File: src/rtl/cnn_pkg.sv
// cnn_pkg: shared FP16 width, +0 constant, bitwise FP16 max and ReLU helpers
package cnn_pkg;
  localparam int DATA_WIDTH = 16;
  localparam logic [DATA_WIDTH-1:0] FP16_POS_ZERO = '0;
  function automatic logic [DATA_WIDTH-1:0] fp16_max(input logic [DATA_WIDTH-1:0] a, input logic [DATA_WIDTH-1:0] b);
    logic [DATA_WIDTH-2:0] ma, mb;
    ma = a[DATA_WIDTH-2:0];
    mb = b[DATA_WIDTH-2:0];
    if (ma == '0 && mb == '0) return FP16_POS_ZERO;
    if (a[DATA_WIDTH-1] != b[DATA_WIDTH-1]) return a[DATA_WIDTH-1] ? b : a;
    return a[DATA_WIDTH-1] ? ((ma <= mb) ? a : b) : ((ma >= mb) ? a : b);
  endfunction
  function automatic logic [DATA_WIDTH-1:0] fp16_relu(input logic [DATA_WIDTH-1:0] x);
    return x[DATA_WIDTH-1] ? FP16_POS_ZERO : x;
  endfunction
endpackage

File: src/rtl/fp16_max2.sv
// fp16_max2: combinational FP16 max of a and b onto y
module fp16_max2
  import cnn_pkg::*;
(
  input  logic [DATA_WIDTH-1:0] a,
  input  logic [DATA_WIDTH-1:0] b,
  output logic [DATA_WIDTH-1:0] y
);
  assign y = fp16_max(a, b);
endmodule

File: src/rtl/cv_maxpool_col.sv
// cv_maxpool_col: 2x2/2 FP16 column max-pool; clk/rst, map_start, valid_in+input_column in, output_column+valid_out+map_done out
module cv_maxpool_col #(
  parameter int DATA_WIDTH = 16,
  parameter int COL_SIZE   = 2,
  parameter int MAP_COLS   = 8,
  parameter int RELU       = 0
) (
  input  logic                                    clk,
  input  logic                                    rst,
  input  logic                                    map_start,
  input  logic                                    valid_in,
  input  logic [COL_SIZE-1:0][DATA_WIDTH-1:0]     input_column,
  output logic [COL_SIZE/2-1:0][DATA_WIDTH-1:0]   output_column,
  output logic                                    valid_out,
  output logic                                    map_done
);
  import cnn_pkg::*;
  localparam int HALF = COL_SIZE / 2;
  localparam int CW = $clog2(MAP_COLS);
  localparam bit ODD = (MAP_COLS % 2) == 1;
  localparam logic [CW-1:0] LAST = CW'(MAP_COLS - 1);
  localparam logic [CW-1:0] PAIR_END = CW'(ODD ? MAP_COLS - 2 : MAP_COLS - 1);
  logic [CW-1:0] col_idx, eff_idx, next_idx;
  logic [HALF-1:0][DATA_WIDTH-1:0] hold, vmax, hmax, pooled;
  logic even_take, odd_take;
  always_comb begin
    eff_idx = map_start ? '0 : col_idx;
    next_idx = (eff_idx == LAST) ? '0 : eff_idx + 1'b1;
    odd_take = valid_in && eff_idx[0];
    even_take = valid_in && !eff_idx[0] && !(ODD && eff_idx == LAST);
  end
  for (genvar g = 0; g < HALF; g++) begin : g_pool
    fp16_max2 u_v (.a(input_column[2*g]), .b(input_column[2*g+1]), .y(vmax[g]));
    fp16_max2 u_h (.a(hold[g]), .b(vmax[g]), .y(hmax[g]));
    assign pooled[g] = (RELU != 0) ? fp16_relu(hmax[g]) : hmax[g];
  end
  always_ff @(posedge clk or posedge rst) begin
    if (rst) begin
      col_idx <= '0;
      hold <= '0;
      output_column <= '0;
      valid_out <= 1'b0;
      map_done <= 1'b0;
    end else begin
      valid_out <= odd_take;
      map_done <= odd_take && eff_idx == PAIR_END;
      if (valid_in || map_start) col_idx <= valid_in ? next_idx : '0;
      if (even_take) hold <= vmax;
      else if (map_start && !valid_in) hold <= '0;
      if (odd_take) output_column <= pooled;
    end
  end
endmodule
File: config.mk
export PLATFORM = sky130hd
export DESIGN_NAME = cv_maxpool_col
export DESIGN_NICKNAME = d
export VERILOG_FILES = /design/src/rtl/cnn_pkg.sv /design/src/rtl/fp16_max2.sv /design/src/rtl/cv_maxpool_col.sv
export SDC_FILE = /design/constraint.sdc
export NUM_CORES = 1
export LEC_CHECK = 0
export BUFFER_PORTS_ARGS = -buffer_cell sky130_fd_sc_hd__buf_2
export CAP_MARGIN = 20
export CORE_MARGIN = 8
export CORE_UTILIZATION = 45
export CTS_BUF_LIST = sky130_fd_sc_hd__clkbuf_2
export DETAILED_ROUTE_END_ITERATION = 7
export SYNTH_ARGS = -nofsm -noshare
export SYNTH_HDL_FRONTEND = slang
export SYNTH_HIERARCHICAL = 1
export SYNTH_SLANG_ARGS = --single-unit
File: constraint.sdc
create_clock -name clk -period 3 [get_ports clk]
set_input_delay 0.6 -clock clk [delete_from_list [all_inputs] [get_ports clk]]
set_output_delay 0.6 -clock clk [all_outputs]
set_load 0.005 [all_outputs]
==> out/metrics.cfg <==
[critical_path]
startpoint_type=input port
cpMaxStageDelayCell=o31ai_4
path_cells=buf_2 > inv_1 > ha_4 > nand4_1 > a21oi_2 > o21a_2 > o21ai_4 > clkbuf_16 > o211ai_1 > inv_1 > ha_4 > nand4_1 > buf_4 > a21oi_4 > o31ai_4 > nand3_4 > buf_12 > mux2i_4 > a221oi_2 > mux2_4
crit_type=input port to register
worstPathMaxFanout=7
cpPeakStageDelay_ps=410
startpoint=input_column[19]
arrival_ps=4260
required_ps=3370
end_kind=register
r2r_start=hold[5]

[power_and_ir_drop]
p_leak_nw=3.037
ir_drop_uv=251.0
p_per_area_mw_per_mm2=491.6
power_mw=3.303

[final_layout]
syn_to_final_growth_pct=46.53
stdcell_count=842
stdcell_area_mm2=0.006718
layout.nets=774
nFillCells=830
final_cell_mix=buf_4, nand2_1, buf_2, dfrtp_1, nand4_1
final_common_cell=buf_4
drive_above_1_share_pct=47.45
antenna_cells=0

[yosys]
postSynthAreaPerCell_um2=8.490
synth.distinct_cells=59
syn_inst=540
synth-edff-count=0
synthFlopType=dfrtp_1
yosys_warnings=6
yosysSeqAreaShare_pct=20.20
synth_top_area_share_pct=20.20
syn-cell-area_mm2=0.004584
async_flop_share_pct=100.0
synth_area_leaders=dfrtp_1, ha_1, nand2_1
ys_ff_latch=37
syn-num-nets=609
yosys.area.top_type=dfrtp_1

[die]
fp.coreArea_mm2=0.01009
io-pin-count=54
row_count=37
dieArea_mm2=0.01367
die_w_um=116.9
die_h_um=116.9
start_util_pct=45.43

[clock_tree]
clock_sinks=37
clock_latency_ps=420
root_buffer=clkbuf_2
cts_made_buffers=5
cts_tree=done
postCtsHoldBufs=0
cts_max_level=2
clock_tree.buffer_depth=2
clk_pin_slew_worst_paths_ps=230

[outcome]
status=complete, but fails checks
violations=negative setup slack

[global_route]
grt_max_degree=38
overflow=0
antenna_found_initial=0
grt_pass1_wl_mm=26.54
grt_pass1_vias=5183
track_usage_pct=24.44

[sta]
fin_skew_ps=17.91
tightestPinTransition_ps=1024
max_freq_ghz=0.2572
finalSetupTns_ps=-13430
fin_crit_sh_pct=129.6
setup_viol=16
hold_viol=0
maxSlewHeadroom_pct=31.74
worst_slack_ps=-887.4
min_period_ps=3887
rsz0062_at_grt=true
final_max_slew_viol_count=0

[detailed_routing]
drc_errors=0
vias=5264
via_per_inst=6.252
drt-initial-drc-count=488
routed_wl_mm=16.76
firstDrtPassIters=5
ant_nets=0
wl_per_cell_um=19.91

[hold_path]
hold_class=input port to asynchronous set/reset pin

[place]
gp_routability_congestion=0.9126
placed_area_mm2=0.005921
portBuffers=53
place_inst=811
dp_hpwl_mm=11.56

[job]
max_cap_viol_count=0

report_power, final:
part,switching (mW),internal [mW]
registers,0.178,0.643
clock network,0.200,0.142
logic,1.04,1.10
total,1.42,1.89
sequential cells by signal (all words and copies together), names as in the netlist:
signal         flops
output_column     16
valid_out          1
map_done           1
col_idx            3
hold              16
worst max-delay path: cells and delay by family:
kind / cells / cell delay (ps)
multiplexers: 2 / 350
buffers and inverters: 6 / 800
AND/OR/NAND/NOR: 3 / 440
AO/OA/AOI/OAI: 7 / 1540
adder cells (fa/ha/maj): 2 / 520
synth_stat cells (5+ instances only):
cell and count:
nand3_1 16, inv_1 36, mux2_2 9, o211ai_2 10, buf_2 9, dfrtp_1 37
mux2_4 8, nand4_1 34, a31oi_1 15, nor4_1 15, mux2i_1 29, a21oi_1 29
a21o_1 14, a221oi_1 18, a22o_1 16, a221oi_2 10, and3_4 8, nor2_1 12
a21oi_2 5, clkbuf_1 18, o211ai_1 19, nand2_1 79, buf_6 5, ha_1 33
and3_1 7
kinds of logic after synthesis:
logic type      count (synthesis)  share of synthesized area (%)
compound gates                158                          28.11
xor+xnor                        2                         0.3822
fa+ha+maj                      33                          9.007
buf+inv                        72                          7.560
flops                          37                          20.20
mux                            46                          11.16
simple gates                  192                          23.58
per-stage QoR:
stage	utilization [%]	hold WS, ps	setup WS (ps)
final	66.56	238.9	-887.4
after global routing	66.56	227.5	-1010
after CTS	63.04	245.1	-755.4
after detailed placement	58.67	490.2	-1447
after global placement	58.67	486.9	-1341
after floorplan	-	505.5	-1122
final timing paths:
path | end | slack (ps) | depth (start not counted)
min | map_done | 240 | 3
max in group asynchronous | output_column[8] | 2390 | 3
min reg2reg | output_column[10] | 530 | 1
max | output_column[7] | -890 | 20
min in group clk | col_idx[1] | 390 | 2
max reg2reg | output_column[7] | 380 | 10
layer usage:
layer	GRT usage (%)	vias up	part of all wire (%)	wire [um]
met5	0	-	0	0
met3	2.822	36	7.4	1234
li1	-	2413	-	-
met4	5.631	0	1.7	277
met1	33.43	2550	43	7242
met2	40.21	265	48	8009
final cells by class:
class,count,area (um2),share of cell area [%]
multi-input cells,432,3821,56.88
repair buffers,193,1592,23.69
flip-flops and latches,37,925.9,13.78
well taps,136,170.2,2.533
inverters,36,137.6,2.049
clock inverters,3,46.29,0.6891
clock buffers,5,25.02,0.3725
repair_timing:
action | CTS | global route
pin swaps | 11 | 30
cloned | 2 | 3
buffers inserted | 12 | 7
gates resized for setup | 43 | 40
setup endpoints to repair | 16 | 16
No activity file was read; power rests on OpenSTA's default activity.
